[src/rtl/afe_spi_responder_if.sv]
// AFE SPI responder bundle: SPI pins plus fabric write/read/status signals.
// slave = responder side, master = SPI master / fabric side.
interface afe_spi_responder_if #(
  parameter int ADDR_WIDTH = 7
);
  logic                  SPI_CLK;
  logic                  SPI_CSB;
  logic                  SPI_SDI;
  logic                  SPI_SDO;
  logic                  wrStrobe;
  logic [ADDR_WIDTH-1:0] wrAddr;
  logic [7:0]            wrData;
  logic [ADDR_WIDTH-1:0] rdAddr;
  logic [7:0]            rdData;
  logic [31:0]           status;

  modport slave (
    input  SPI_CLK, SPI_CSB, SPI_SDI, rdAddr,
    output SPI_SDO, wrStrobe, wrAddr, wrData, rdData, status
  );

  modport master (
    output SPI_CLK, SPI_CSB, SPI_SDI, rdAddr,
    input  SPI_SDO, wrStrobe, wrAddr, wrData, rdData, status
  );
endinterface

[src/rtl/afe_spi_responder.sv]
// AFE SPI responder: oversampled mode-0 slave with 8-bit register file.
// Ports: clk, rst (sync high), bus (SPI pins, write/read port, status).
module afe_spi_responder #(
  parameter int FRAME_BITS = 24,
  parameter int ADDR_WIDTH = 7
) (
  input  logic                  clk,
  input  logic                  rst,
  afe_spi_responder_if.slave    bus
);

  localparam int HB    = FRAME_BITS - 8;
  localparam int CW    = $clog2(FRAME_BITS + 1);
  localparam int DEPTH = 1 << ADDR_WIDTH;
  localparam logic [CW-1:0] CNT_HDR = CW'(HB);
  localparam logic [CW-1:0] CNT_END = CW'(FRAME_BITS);

  typedef enum logic [1:0] {IDLE, SHIFT, TAIL} state_t;

  state_t state, state_n;

  logic [1:0] csb_sy, sclk_sy, sdi_sy;
  logic       csb_q, sclk_q;
  logic [1:0] vld;
  logic       armed;

  logic [CW-1:0]         cnt, cnt_n;
  logic [FRAME_BITS-1:0] sr, sr_n;
  logic                  ovr;
  logic                  rd_frame;
  logic [7:0]            rd_byte;
  logic                  sdo;
  logic                  wr_stb;
  logic [ADDR_WIDTH-1:0] wr_addr;
  logic [7:0]            wr_data;
  logic [7:0]            rd_data;
  logic [15:0]           frm_cnt, err_cnt;
  logic [7:0]            mem [DEPTH];

  logic csb, sclk, sdi;
  logic csb_fall, csb_rise, sclk_rise;
  logic start, shift, ovr_set, ok, err;
  logic [ADDR_WIDTH-1:0] hdr_addr;
  logic [7:0]            lookup;

  assign csb  = csb_sy[1];
  assign sclk = sclk_sy[1];
  assign sdi  = sdi_sy[1];

  // A low CSB left over from reset must not open a frame: arm only
  // after a post-reset sample has shown CSB high.
  assign csb_fall  = armed & csb_q & ~csb;
  assign csb_rise  = ~csb_q & csb;
  assign sclk_rise = sclk & ~sclk_q;

  assign cnt_n    = cnt + 1'b1;
  assign sr_n     = {sr[FRAME_BITS-2:0], sdi};
  assign hdr_addr = sr_n[ADDR_WIDTH-1:0];
  assign lookup   = mem[hdr_addr];

  always_ff @(posedge clk) begin
    if (rst) begin
      csb_sy  <= 2'b11;
      sclk_sy <= 2'b00;
      sdi_sy  <= 2'b00;
      csb_q   <= 1'b1;
      sclk_q  <= 1'b0;
      vld     <= 2'b00;
      armed   <= 1'b0;
    end else begin
      csb_sy  <= {csb_sy[0], bus.SPI_CSB};
      sclk_sy <= {sclk_sy[0], bus.SPI_CLK};
      sdi_sy  <= {sdi_sy[0], bus.SPI_SDI};
      csb_q   <= csb;
      sclk_q  <= sclk;
      vld     <= {vld[0], 1'b1};
      if (vld[1] && csb)
        armed <= 1'b1;
    end
  end

  always_ff @(posedge clk) begin
    if (rst) state <= IDLE;
    else     state <= state_n;
  end

  always_comb begin
    state_n = state;
    start   = 1'b0;
    shift   = 1'b0;
    ovr_set = 1'b0;
    ok      = 1'b0;
    err     = 1'b0;
    unique case (state)
      IDLE: begin
        if (csb_fall) begin
          state_n = SHIFT;
          start   = 1'b1;
        end
      end
      SHIFT: begin
        if (csb_rise) begin
          state_n = IDLE;
          err     = 1'b1;
        end else if (sclk_rise) begin
          shift = 1'b1;
          if (cnt_n == CNT_END)
            state_n = TAIL;
        end
      end
      TAIL: begin
        if (csb_rise) begin
          state_n = IDLE;
          ok      = ~ovr;
          err     = ovr;
        end else if (sclk_rise) begin
          ovr_set = 1'b1;
        end
      end
      default: state_n = IDLE;
    endcase
  end

  always_ff @(posedge clk) begin
    if (rst) begin
      cnt      <= '0;
      sr       <= '0;
      ovr      <= 1'b0;
      rd_frame <= 1'b0;
      rd_byte  <= '0;
      sdo      <= 1'b0;
      wr_stb   <= 1'b0;
      wr_addr  <= '0;
      wr_data  <= '0;
      rd_data  <= '0;
      frm_cnt  <= '0;
      err_cnt  <= '0;
      for (int i = 0; i < DEPTH; i++)
        mem[i] <= '0;
    end else begin
      wr_stb  <= 1'b0;
      rd_data <= mem[bus.rdAddr];
      if (start) begin
        cnt      <= '0;
        sr       <= '0;
        ovr      <= 1'b0;
        rd_frame <= 1'b0;
        rd_byte  <= '0;
        sdo      <= 1'b0;
      end
      if (shift) begin
        sr  <= sr_n;
        cnt <= cnt_n;
        // Header just completed on a read: present MSB now, the
        // remaining bits shift out on the following rises.
        if (cnt_n == CNT_HDR && sr_n[HB-1]) begin
          rd_frame <= 1'b1;
          sdo      <= lookup[7];
          rd_byte  <= {lookup[6:0], 1'b0};
        end else if (rd_frame && cnt_n < CNT_END) begin
          sdo     <= rd_byte[7];
          rd_byte <= {rd_byte[6:0], 1'b0};
        end else begin
          sdo <= 1'b0;
        end
      end
      if (ovr_set)
        ovr <= 1'b1;
      if (ok) begin
        frm_cnt <= frm_cnt + 1'b1;
        if (!sr[FRAME_BITS-1]) begin
          mem[sr[8 +: ADDR_WIDTH]] <= sr[7:0];
          wr_stb  <= 1'b1;
          wr_addr <= sr[8 +: ADDR_WIDTH];
          wr_data <= sr[7:0];
        end
      end
      if (err)
        err_cnt <= err_cnt + 1'b1;
      if (ok || err) begin
        sdo      <= 1'b0;
        rd_frame <= 1'b0;
      end
    end
  end

  assign bus.SPI_SDO  = sdo;
  assign bus.wrStrobe = wr_stb;
  assign bus.wrAddr   = wr_addr;
  assign bus.wrData   = wr_data;
  assign bus.rdData   = rd_data;
  assign bus.status   = {err_cnt, frm_cnt};

endmodule

[src/flat_wrapper.sv]
// flat-port wrapper written by rule: the top's interface ports become plain ports
module afe_spi_responder_flat 
#(
  parameter int FRAME_BITS = 24,
  parameter int ADDR_WIDTH = 7
)
  (clk, rst, bus_SPI_CLK, bus_SPI_CSB, bus_SPI_SDI, bus_rdAddr, bus_SPI_SDO, bus_wrStrobe, bus_wrAddr, bus_wrData, bus_rdData, bus_status);
  afe_spi_responder_if #(.ADDR_WIDTH(ADDR_WIDTH)) bus_i ();
  input  logic clk;
  input  logic rst;
  input wire logic [$bits(bus_i.SPI_CLK)-1:0] bus_SPI_CLK;
  input wire logic [$bits(bus_i.SPI_CSB)-1:0] bus_SPI_CSB;
  input wire logic [$bits(bus_i.SPI_SDI)-1:0] bus_SPI_SDI;
  input wire logic [$bits(bus_i.rdAddr)-1:0] bus_rdAddr;
  output wire logic [$bits(bus_i.SPI_SDO)-1:0] bus_SPI_SDO;
  output wire logic [$bits(bus_i.wrStrobe)-1:0] bus_wrStrobe;
  output wire logic [$bits(bus_i.wrAddr)-1:0] bus_wrAddr;
  output wire logic [$bits(bus_i.wrData)-1:0] bus_wrData;
  output wire logic [$bits(bus_i.rdData)-1:0] bus_rdData;
  output wire logic [$bits(bus_i.status)-1:0] bus_status;
  assign bus_i.SPI_CLK = bus_SPI_CLK;
  assign bus_i.SPI_CSB = bus_SPI_CSB;
  assign bus_i.SPI_SDI = bus_SPI_SDI;
  assign bus_i.rdAddr = bus_rdAddr;
  assign bus_SPI_SDO = bus_i.SPI_SDO;
  assign bus_wrStrobe = bus_i.wrStrobe;
  assign bus_wrAddr = bus_i.wrAddr;
  assign bus_wrData = bus_i.wrData;
  assign bus_rdData = bus_i.rdData;
  assign bus_status = bus_i.status;
  afe_spi_responder #(.FRAME_BITS(FRAME_BITS), .ADDR_WIDTH(ADDR_WIDTH)) u_core (.clk(clk), .rst(rst), .bus(bus_i));
endmodule
[config.mk]
export PLATFORM = sky130hd
export DESIGN_NAME = afe_spi_responder_flat
export DESIGN_NICKNAME = d
export VERILOG_FILES = /design/src/rtl/afe_spi_responder_if.sv /design/src/rtl/afe_spi_responder.sv /design/src/flat_wrapper.sv
export SDC_FILE = /design/constraint.sdc
export NUM_CORES = 2
export LEC_CHECK = 0
export ABC_AREA = 1
export BUFFER_PORTS_ARGS = -buffer_cell sky130_fd_sc_hd__buf_2
export CAP_MARGIN = 10
export CORE_UTILIZATION = 45
export DETAILED_ROUTE_END_ITERATION = 16
export SLEW_MARGIN = 40
export SYNTH_ARGS = -nofsm -noshare
export SYNTH_HDL_FRONTEND = slang
export SYNTH_SLANG_ARGS = --single-unit
[constraint.sdc]
create_clock -name clk -period 4.45 [get_ports clk]
set_clock_uncertainty 0.05 [all_clocks]
set_input_delay 0.89 -clock clk [delete_from_list [all_inputs] [get_ports clk]]
set_output_delay 0.89 -clock clk [all_outputs]
set_load 0.05 [all_outputs]
==> qor.json <==
{
  "cts_buffers": 130,
  "synth_edf_count": 1024,
  "maximum_number_of_pins_on_one_net_before_global_route_repair": 151,
  "critical_path_arrival_ns": 3.83,
  "critical_path.endpoint_type": "flop",
  "clk_pin_slew_ns": 0.06,
  "clock_path_buffers": 3,
  "async_reset_ff_share_pct": 0,
  "post-synth-top-area-fraction_pct": 51.5,
  "timing.setup.critical_path_class": "flop to flop",
  "cp_data_required_time_ns": 4.82,
  "drt_iter0_markers": 8998,
  "gr-total-overflow": 0,
  "worst-slew-pin-transition_ns": 0.895,
  "route.detailed.vias_per_inst": 6.19,
  "worst_slack_at_placement_ns": 0.698,
  "port-buffer-count": 68,
  "timing.max_slew.rel_slack_pct": 40.3,
  "synth_area_leaders": "sky130_fd_sc_hd__edfxtp_1 (52%), sky130_fd_sc_hd__nor2_1 (10%), sky130_fd_sc_hd__nand2_1 (10%)",
  "utilization_pct": 50.3,
  "max_cap_viol_count": 0,
  "layout-area-overhead-vs-synth_pct": 10.9,
  "routed-via-count": 55500,
  "syn-cell-area_um2": 59700,
  "static-leakage-power_uw": 0.0233,
  "timing.critical_path.fanout_max": 16,
  "cts-htree-levels": 4,
  "ys_warn_count": 0,
  "finalHoldWorstSlack_ns": 0.233,
  "final_report_hold_violation_count": 0,
  "overall_global_routing_resource_usage_pct": 32.4,
  "core_um2": 131000,
  "postCtsSetupBuffers": 0,
  "gp_congestion": 0.923,
  "yosys.cell_types.count": 36,
  "rows": 133,
  "clock_tree_from_tritoncts": "built",
  "postSynthNetCount": 7341,
  "clock_latency_ns": 0.80,
  "postLayoutSetupSlackWorst_ns": 0.987,
  "setup_repair_after_global_routing_missed_its_margin": "no",
  "vias_in_the_first_global_route": 51200,
  "ys_ff_latch": 1133,
  "report.power.total_uw": 25300,
  "hold_path_class": "primary input to flop",
  "worst_setup_path_start_kind": "flop",
  "detailed_route_wire_length_per_cell_um": 25.0,
  "setup-tns-final_ns": 0,
  "ctsHoldBuffers": 0,
  "cts.sinks": 1133,
  "vdd.ir_drop.worst_v": 0.000375,
  "dieArea_um2": 134000,
  "fp.dieW_um": 366,
  "grt_pass1_wl_um": 330000,
  "route.final.wire_length_um": 224000,
  "grt_antenna_before_repair": 5,
  "layout-drive-gt1-share_pct": 7.26,
  "residual_drc": 0,
  "fmax_ghz": 0.289,
  "portion_of_the_post_synthesis_area_used_by_sequential_elements_pct": 55.2,
  "post-route-min-period_ns": 3.46,
  "min_period_over_period_pct": 77.8,
  "synth_most_common_cell": "sky130_fd_sc_hd__nor2_1",
  "mean_instance_size_in_the_synthesized_netlist_um2": 8.15,
  "initial_core_util_pct": 45.4,
  "synth_commonest_cells": "sky130_fd_sc_hd__nor2_1 (1,649), sky130_fd_sc_hd__nand2_1 (1,612), sky130_fd_sc_hd__nand3_1 (1,053)",
  "dr.pass1.iters": 7,
  "post-dp-hpwl_um": 137000,
  "antenna_violating_nets_post_route": 0,
  "num-nets-final": 7122,
  "status": "complete, no violations",
  "die_h_um": 366,
  "cts.repair.resized": 0,
  "cts_root_buffer": "sky130_fd_sc_hd__clkbuf_16",
  "synthCells": 7322,
  "boundary_pins": 69,
  "finalMaxSlewViolations": 0,
  "yosys_most_used_dff": "sky130_fd_sc_hd__edfxtp_1",
  "timing.final.setup_violations": 0,
  "pwr_density_nw_per_um2": 382,
  "synth_top_cell_by_area": "sky130_fd_sc_hd__edfxtp_1"
}
-- cell families after synthesis --
| logic type | synth area share (%) |
|---|---|
| AOI/OAI and AO/OA | 9.80 |
| xor gates and xnor gates | 0.0881 |
| adders and majority gates | 0.147 |
| buffers and inverters | 4.60 |
| DFF | 55.2 |
| and+or+nand+nor | 30.2 |
-- registers in the layout, summed over array words and instances, names as in the netlist, 2 cells and up --
signal,cells
u_core.bus.wrData,8
u_core.bus.rdData,8
u_core.mem,1024
u_core.sdi_sy,2
u_core.rd_byte,8
u_core.sclk_sy,2
u_core.csb_sy,2
u_core.err_cnt,16
u_core.sr,24
u_core.bus.wrAddr,7
u_core.cnt,5
u_core.state,2
u_core.vld,2
u_core.frm_cnt,16
-- report_power, final --
group          leakage, uW  total (uW)  switching, uW  internal, uW
logic              0.00975        2080           1520           556
clock network      0.00211       11100           4620          6440
registers           0.0115       12100            234         11900
total               0.0233       25300           6370         18900
-- cell type report --
type | instances | area, um^2
inverters | 104 | 473
multi-input cells | 5478 | 24000
well taps | 1755 | 2200
repair buffers | 256 | 2210
flip-flops and latches | 1133 | 32900
clock buffers | 162 | 3550
diodes | 3 | 7.51
clock inverters | 72 | 751
fillers | 12400 | 65300
-- stage by stage --
step	std cells	area [um^2]
floorplan	7322	59700
global placement	8725	61800
detailed placement	8726	61900
CTS	8960	66200
global route	8961	66200
finish	8963	66200
-- critical path: stages (launching register included) --
cell                      delay [ns]
sky130_fd_sc_hd__dfxtp_1        0.31
sky130_fd_sc_hd__inv_1          0.09
sky130_fd_sc_hd__ha_1           0.20
sky130_fd_sc_hd__nand3_2        0.20
sky130_fd_sc_hd__nor2_2         0.18
sky130_fd_sc_hd__inv_2          0.07
sky130_fd_sc_hd__nor2_4         0.10
sky130_fd_sc_hd__nand2_2        0.15
sky130_fd_sc_hd__nor3_4         0.14
sky130_fd_sc_hd__buf_4          0.60
sky130_fd_sc_hd__nand2_1        0.46
sky130_fd_sc_hd__nand2_1        0.49
-- final timing paths --
check | startpoint | endpoint | slack [ns] | cells after the start
worst min register to register | u_core.vld[0]$_DFF_P_ | u_core.vld[1]$_SDFF_PP0_ | 0.35 | 2
worst max register to register | u_core.state[0]$_SDFFE_PP0P_ | u_core.mem[113][1]$_SDFFCE_PN0P_ | 0.99 | 11
worst max-delay path | u_core.state[0]$_SDFFE_PP0P_ | u_core.mem[113][1]$_SDFFCE_PN0P_ | 0.99 | 11
worst min-delay path | bus_SPI_CSB | u_core.csb_sy[0]$_SDFF_PP1_ | 0.23 | 2
-- cells in the final DEF (no fill, tap or decap), types with 41 or more instances in the layout --
master / synthesis / final
sky130_fd_sc_hd__a21oi_1: 129 / 129
sky130_fd_sc_hd__buf_2: 51 / 65
sky130_fd_sc_hd__buf_4: 2 / 154
sky130_fd_sc_hd__clkbuf_16: 0 / 138
sky130_fd_sc_hd__dfxtp_1: 109 / 104
sky130_fd_sc_hd__edfxtp_1: 1024 / 1024
sky130_fd_sc_hd__inv_1: 95 / 87
sky130_fd_sc_hd__nand2_1: 1612 / 1612
sky130_fd_sc_hd__nand3_1: 1053 / 1053
sky130_fd_sc_hd__nor2_1: 1649 / 1646
sky130_fd_sc_hd__o211ai_1: 41 / 41
sky130_fd_sc_hd__o21ai_0: 642 / 641
sky130_fd_sc_hd__o22ai_1: 254 / 254
-- metal layers --
| layer | global-route usage (%) | wire, um | vias to the layer above | part of all wire [%] |
|---|---|---|---|---|
| met5 | 0 | 9 | - | 0.0040 |
| met4 | 16.4 | 11400 | 2 | 5.1 |
| met3 | 6.03 | 26000 | 646 | 12 |
| met2 | 48.8 | 98100 | 3790 | 44 |
| met1 | 44.8 | 88200 | 26500 | 39 |
| li1 | - | - | 24600 | - |
(Power assumes the default switching activity.)
